**src/rtl/dram_dump_reader_pkg.sv**
```systemverilog
// Shared definitions for the DRAM dump reader: FSM encoding, memory strobe codes
// and default widths.
package dram_dump_reader_pkg;

    localparam int DEF_ADDR_W = 16;
    localparam int DEF_DATA_W = 16;
    localparam int DEF_RD_LAT = 1;
    localparam int LAT_CNT_W  = 3;

    localparam logic [1:0] MEM_RD   = 2'b10;
    localparam logic [1:0] MEM_IDLE = 2'b00;

    typedef enum logic [2:0] {
        S_IDLE   = 3'd0,
        S_ISSUE  = 3'd1,
        S_WAIT   = 3'd2,
        S_HOLD   = 3'd3,
        S_FINISH = 3'd4
    } state_t;

endpackage

```
**src/rtl/dram_dump_reader_rd_lat_counter.sv**
```systemverilog
// Loadable down-counter that measures the memory read latency while the reader
// sits in WAIT; o_zero marks the cycle on which read data is valid.
module rd_lat_counter
    import dram_dump_reader_pkg::*;
#(
    parameter int W = LAT_CNT_W
) (
    input  logic         i_clk,
    input  logic         i_rst_n,
    input  logic         i_load,
    input  logic [W-1:0] i_load_val,
    input  logic         i_en,
    output logic         o_zero
);

    logic [W-1:0] r_count;

    always_ff @(posedge i_clk or negedge i_rst_n) begin
        if (!i_rst_n) begin
            r_count <= '0;
        end else if (i_load) begin
            r_count <= i_load_val;
        end else if (i_en && (r_count != '0)) begin
            r_count <= r_count - W'(1);
        end
    end

    assign o_zero = (r_count == '0);

endmodule

```
**src/rtl/dram_dump_reader.sv**
```systemverilog
// Streams a block of data-memory words out over a valid/ready port, one read in
// flight at a time, with abort and zero-length dump support.
module dram_dump_reader
    import dram_dump_reader_pkg::*;
#(
    parameter int ADDR_W = DEF_ADDR_W,
    parameter int DATA_W = DEF_DATA_W,
    parameter int RD_LAT = DEF_RD_LAT
) (
    input  logic              i_clk,
    input  logic              i_rst_n,
    input  logic              i_start,
    input  logic              i_abort,
    input  logic [ADDR_W-1:0] i_base_addr,
    input  logic [ADDR_W-1:0] i_word_count,
    output logic [ADDR_W-1:0] o_mem_addr,
    output logic [1:0]        o_mem_read_en,
    input  logic [DATA_W-1:0] i_mem_rdata,
    output logic [DATA_W-1:0] o_out_data,
    output logic              o_out_valid,
    input  logic              i_out_ready,
    output logic              o_out_last,
    output logic              o_busy,
    output logic              o_done
);

    localparam logic [LAT_CNT_W-1:0] LAT_LOAD = LAT_CNT_W'(RD_LAT - 1);

    state_t            r_state;
    state_t            w_nextState;
    logic              r_runEn;
    logic [ADDR_W-1:0] r_memAddr;
    logic [ADDR_W-1:0] r_remaining;
    logic [DATA_W-1:0] r_outData;
    logic              w_latZero;

    // Start is only honoured once this flag has been clocked high after reset release.
    always_ff @(posedge i_clk or negedge i_rst_n) begin
        if (!i_rst_n) begin
            r_runEn <= 1'b0;
        end else begin
            r_runEn <= 1'b1;
        end
    end

    rd_lat_counter #(
        .W(LAT_CNT_W)
    ) u_rdLatCounter (
        .i_clk     (i_clk),
        .i_rst_n   (i_rst_n),
        .i_load    (r_state == S_ISSUE),
        .i_load_val(LAT_LOAD),
        .i_en      (r_state == S_WAIT),
        .o_zero    (w_latZero)
    );

    always_ff @(posedge i_clk or negedge i_rst_n) begin
        if (!i_rst_n) begin
            r_state <= S_IDLE;
        end else begin
            r_state <= w_nextState;
        end
    end

    // Abort overrides every transition, including a same-cycle handshake.
    always_comb begin
        w_nextState = r_state;
        case (r_state)
            S_IDLE: begin
                if (r_runEn && i_start) begin
                    w_nextState = (i_word_count == '0) ? S_FINISH : S_ISSUE;
                end
            end
            S_ISSUE:  w_nextState = S_WAIT;
            S_WAIT: begin
                if (w_latZero) begin
                    w_nextState = S_HOLD;
                end
            end
            S_HOLD: begin
                if (i_out_ready) begin
                    w_nextState = (r_remaining == ADDR_W'(1)) ? S_FINISH : S_ISSUE;
                end
            end
            S_FINISH: w_nextState = S_IDLE;
            default:  w_nextState = S_IDLE;
        endcase
        if (i_abort && (r_state != S_IDLE)) begin
            w_nextState = S_IDLE;
        end
    end

    // The address only moves when another read follows, so it holds after the last word.
    always_ff @(posedge i_clk or negedge i_rst_n) begin
        if (!i_rst_n) begin
            r_memAddr   <= '0;
            r_remaining <= '0;
            r_outData   <= '0;
        end else begin
            if ((r_state == S_IDLE) && (w_nextState == S_ISSUE)) begin
                r_memAddr   <= i_base_addr;
                r_remaining <= i_word_count;
            end
            if ((r_state == S_HOLD) && (w_nextState != S_HOLD) && (w_nextState != S_IDLE)) begin
                r_remaining <= r_remaining - ADDR_W'(1);
                if (w_nextState == S_ISSUE) begin
                    r_memAddr <= r_memAddr + ADDR_W'(1);
                end
            end
            if ((r_state == S_WAIT) && (w_nextState == S_HOLD)) begin
                r_outData <= i_mem_rdata;
            end
        end
    end

    assign o_mem_addr    = r_memAddr;
    assign o_mem_read_en = (r_state == S_ISSUE) ? MEM_RD : MEM_IDLE;
    assign o_out_data    = r_outData;
    assign o_out_valid   = (r_state == S_HOLD);
    assign o_out_last    = (r_state == S_HOLD) && (r_remaining == ADDR_W'(1));
    assign o_busy        = (r_state != S_IDLE);
    assign o_done        = (r_state == S_FINISH) && !i_abort;

endmodule

```
**config.mk**
```make
export PLATFORM = sky130hd
export DESIGN_NAME = dram_dump_reader
export DESIGN_NICKNAME = d
export VERILOG_FILES = /design/src/rtl/dram_dump_reader_pkg.sv /design/src/rtl/dram_dump_reader_rd_lat_counter.sv /design/src/rtl/dram_dump_reader.sv
export SDC_FILE = /design/constraint.sdc
export NUM_CORES = 1
export LEC_CHECK = 0
export ABC_CLOCK_PERIOD_IN_PS = 2390
export BUFFER_PORTS_ARGS = -buffer_cell sky130_fd_sc_hd__buf_2
export CAP_MARGIN = 20
export CORE_MARGIN = 2
export CORE_UTILIZATION = 47
export CTS_CLUSTER_DIAMETER = 50
export DETAILED_ROUTE_END_ITERATION = 10
export GPL_ROUTABILITY_DRIVEN = 0
export PLACE_DENSITY = 0.87
export SLEW_MARGIN = 20
export SYNTH_ARGS = -nofsm -noshare
export SYNTH_HDL_FRONTEND = slang
export SYNTH_SLANG_ARGS = --single-unit
```
**constraint.sdc**
```tcl
create_clock -name i_clk -period 2.39 [get_ports i_clk]
set_input_delay 0.3585 -clock i_clk [delete_from_list [all_inputs] [get_ports i_clk]]
set_output_delay 0.3585 -clock i_clk [all_outputs]
set_load 0.01 [all_outputs]
```
; ---- Yosys cells after proc, flatten, opt, wreduce, memory -nomap -nowiden
; Cells that the tools add are included.
[totals]
wordCells = 50
regBits = 55
in_bits = 53
out_inout_bits = 38
[op_classes]
add_sub_neg = 3
eq_ne = 8
reduce_logical = 18
mux = 15
[ops]
columns = operator, n
row1 = two-way mux 16 bit, 5
row2 = two-way mux 3 bit, 8
row3 = adder 16 x 1 -> 16 bit (second input constant), 1
row4 = == test 16 x 1 -> 1 bit (second input constant), 1
row5 = logical NOT 16 bit, 1
row6 = subtractor 16 x 1 -> 16 bit (second input constant), 1
row7 = case mux 3 bit (4 select lines), 1
row8 = == test 3 x 2 -> 1 bit (second input constant), 3
row9 = logical AND 1 bit, 9
row10 = nonzero test 3 bit, 3
row11 = == test 3 x 1 -> 1 bit (second input constant), 2
row12 = logical NOT 3 bit, 2
row13 = nonzero test 2 bit, 2
row14 = == test 3 bit (second input constant), 1
row15 = inequality test 3 x 2 -> 1 bit (second input constant), 1
row16 = subtractor 3 x 1 -> 3 bit (second input constant), 1
row17 = two-way mux 2 bit, 1
row18 = logical NOT 1 bit, 1

; ---- Longest topological paths before layout
[depth]
ltp_word = 10
ltp_mapped = 9
ltp_nobuf = 8

; ---- Modules after synthesis
; From an unflattened synthesis, not the netlist that was laid out.
[unflattened]
hier_cells = 313
area_unflattened_um2 = 3083.0
[by_module_without_submodules]
columns = mod, cells_per_inst, seq_area_each_um2, area_each_um2, instances
row1 = dram_dump_reader, 294, 1301.2, 2875.3, 1
row2 = rd_lat_counter, 19, 75.1, 207.7, 1

; ---- Worst setup path before layout
; OpenSTA, ideal clock, no wires.
[synth_timing]
path_kind = register -> output
from = register r_remaining[6]
to = output port o_out_last
t_arrival_ps = 2173
stages_incl_launch_ff = 6
required_ps = 2032
slack_ps = -142
path_buffers = 1
cell_sequence = dfrtp_1 -> buf_6 -> or4_4 -> or3_4 -> or4_4 -> nor4_1
[synth_via]
elab_chain_cells = 2
[synth_rtl]
columns = item, line_no
row1 = from (decl), dram_dump_reader.sv:33  ; logic [ADDR_W-1:0] r_remaining;
row2 = from (signal assigned), dram_dump_reader.sv:102  ; r_remaining <= i_word_count;
row3 = from (signal assigned), dram_dump_reader.sv:105  ; r_remaining <= r_remaining - ADDR_W'(1);
row4 = == test 16 x 1 -> 1 bit, dram_dump_reader.sv:120  ; assign o_out_last = (r_state == S_HOLD) && (r_remaining == ADDR_W'(1));
row5 = logical AND 1 bit, dram_dump_reader.sv:120
row6 = to (decl), dram_dump_reader.sv:22  ; output logic o_out_last,
; Every way passes these cells.

; ---- Final worst setup path
; Ends and elaborated chain as after synthesis.

==> summary.txt <==
Outcome
  – Outcome: finished, violations left
  – Violated checks: setup timing

Timing
  – Final hold vios: 0
  – Final setup viols: 1
  – Final worst path period share: 114%
  – Fin Clk Skew: 0.0148 ns
  – Period minus WS final: 2.71 ns
  – Least-Margin Pin Slew: 0.611 ns
  – Slew headroom: 59.2%
  – Setup WS post-layout: -0.325 ns
  – Slew Viols, Final: 0
  – RSZ-0062 raised after global routing: yes
  – Fmax: 368 MHz
  – Fin Setup TNS: -0.325 ns

Job
  – MaxCap Viol Count: 0

Power and ir drop
  – Pwr/cell area: 867 mW/mm^2
  – Max IR drop VDD: roughly 0.5 mV
  – Leak pwr: 0.00170 uW

Die
  – Die area: 0.00726 mm^2
  – IO Count: between 90 and 100
  – Die width: 85.2 um
  – Vert. Die Dim: 85.2 um
  – Num rows: 29
  – Core Area: ~0.0063 mm^2
  – Initial Utilization: 48.8%

Yosys
  – Syn_area_per_cell: 9.28 um^2
  – Synth Warn #: 0
  – Post-synthesis cell type count: between 40 and 50
  – Cell taking the most area after synthesis: dfrtp_1
  – Synth top area cells: dfrtp_1 44%, mux2_2 5.8%, nor2_1 4.7%
  – Post-synthesis sequential area ratio: 44.4%
  – Prevailing post-synth register cell: dfrtp_1
  – Share of the synthesized area in the top cell type: 44.4%
  – Gate Count Post-Synth: between 300 and 400
  – Cell Area, Synth: 0.00310 mm^2
  – FFs w/ async S/R, synth: 100%
  – Number of flops mapped to enable cells by yosys: 0
  – #FFs+latches synth: 55
  – Post-synth net total: 392

Critical path
  – Endpoint of the worst-slack reg-to-reg timing path: o_mem_addr[14]
  – Crit. End Element: output pin
  – Critical-path maximum fanout: 3
  – Kind of critical path: reg2out
  – Cells on worst reg2reg path: 9
  – CP required: 2.03 ns
  – Setup crit start: r_remaining[6]
  – Critical Path AT: roughly 2.4 ns
  – Setup slack, reg-to-reg: 0.16 ns
  – CP startpoint kind: register
  – Reg-to-Reg Start: r_remaining[1]

Placed design
  – Post-DP HPWL: 6410 um
  – Port bufs: 89

Clocking
  – Max Root-Sink Buffers: 2
  – CTS sink cnt: 55
  – Clock transition at the registers of the reported paths: 0.11 ns
  – Post-CTS Setup Inserts: 0
  – Hold-fix buffers, CTS: 0
  – Worst-Skew Late Latency: 0.32 ns
  – CTS Root Buffer Type: clkbuf_8
  – CTS tree: built
  – Num CTS Buffers: 5
  – Max H-tree Level: 2

GRT
  – Antenna violations before repair: 0
  – GR Util All Layers: approximately 24%
  – Vias in the first global route: 3043
  – First-pass GRT wire length: 14200 um
  – Overflow after GRT: 0
  – Largest net degree at the start of global routing: 56

Cells and area
  – Finished Core Util: between 60 and 70%
  – Final #Nets: around 490
  – Multi-input logic area: around 0.0016 mm^2
  – N_diodes: 0
  – Layout cells sized above 1: 35.9%
  – Layout fillers: 537
  – Area growth, synth to finish: 24.8%
  – Register area: 0.00138 mm^2

Drt
  – First-pass iteration count of the detailed router: 4
  – Wire per inst: 16.4 um
  – Number of DRC markers in iteration 0: approximately 200
  – Remaining DRCs: 0
  – Vias per cell: 5.93
  – Total wire length: around 8400 um
  – Post-route ant nets: 0
  – Total vias in the final route: around 3000

Worst hold path
  – Hold crit path type: in2async
==> timing repair <==
item	in CTS	in global routing
endpoints found under the setup margin	1	11
hold endpoints to repair	0	0
gates resized for setup	0	5
==> state kept, by name (all words and copies together), names as in the netlist <==
signal                  count
o_out_data                 16
r_remaining                16
o_mem_addr                 16
u_rdLatCounter.r_count      3
r_runEn                     1
r_state                     3
==> worst max-delay path by stage <==
stage	to	slack, ns	depth (start not counted)
CTS	o_out_last	-0.33	5
global route	o_out_last	-0.40	5
finish	o_out_last	-0.32	5
floorplan	o_out_last	0.02	5
detailed placement	o_mem_addr[14]	-0.05	7
global placement	o_out_last	0.04	5
==> per-stage QoR <==
stage | instances | hold slack, ns | setup slack (ns) | area, um^2 | total power [uW]
detailed placement | 506 | 0.379 | -0.0475 | 3750 | 2820
floorplan | 334 | 0.0629 | 0.0167 | 3110 | 2260
finish | 514 | 0.00325 | -0.325 | 3870 | 3350
CTS | 514 | 0.0339 | -0.331 | 3850 | 3360
global placement | 506 | 0.381 | 0.0382 | 3750 | 2750
global route | 514 | 0.0329 | -0.396 | 3870 | 3580
==> final cells by class <==
cell class                      instances  area share [%]
Tap cell                               77            2.49
Sequential cell                        55            35.6
Timing Repair Buffer                  116            17.1
Clock inverter                          3           0.615
Multi-Input combinational cell        248            41.5
Inverter                               10           0.971
Clock buffer                            5            1.78
==> synth_stat cells (3+ instances only) <==
master and count:
o221a_2 6, o22ai_1 5, mux2_2 16, nand4_1 9, a211oi_1 7, buf_2 3
dfrtp_1 55, nand2_1 22, and3_1 5, ha_1 5, and2_1 6, nor3_1 18
a21oi_1 21, nor4_1 12, nor2_1 39, buf_6 3, clkbuf_1 11, o21ai_0 17
nor4b_1 4, or3_1 10, nand3_1 7, and4_1 3, inv_1 10, a311oi_1 9
==> routing by layer <==
layer	vias to the layer above	part of all wire [%]	global-route usage, %
met2	118	51	40.8
li1	1453	-	-
met1	1460	41	31.4
met4	0	2.1	8.66
met5	-	0	0
met3	17	6.2	3.99
==> worst max-delay path, stage by stage (launching register included) <==
cell and delay (ns):
dfrtp_1 0.38, or4_4 0.53, or3_4 0.35, or4_4 0.45
nor4_4 0.16, buf_2 0.17
==> placed cells by master, fill, tap and decap left out, types with 6 or more instances in the layout <==
cell type	n
buf_2	89
dfrtp_1	55
nor2_1	39
buf_4	26
nand2_1	21
a21oi_1	21
nor3_1	17
o21ai_0	17
mux2_2	16
nor4_1	11
inv_1	10
or3_1	10
nand4_1	9
a311oi_1	9
nand3_1	7
a211oi_1	7
o221a_2	6
==> power by group <==
group	switching [uW]	internal, uW
Clock	328	212
Combinational	653	594
Sequential	305	1260
==> cells by family after synthesis <==
kind of cell / after synthesis / share of synthesized area, %
AO/OA/AOI/OAI: 81 / 17.9
adder cells (fa/ha/maj): 5 / 2.02
buffers and inverters: 31 / 4.97
flip-flops: 55 / 44.4
multiplexers: 18 / 6.46
other: 2 / 0.242
AND/OR/NAND/NOR: 142 / 24.0
Note: power is estimated with default switching activity, not from simulation.
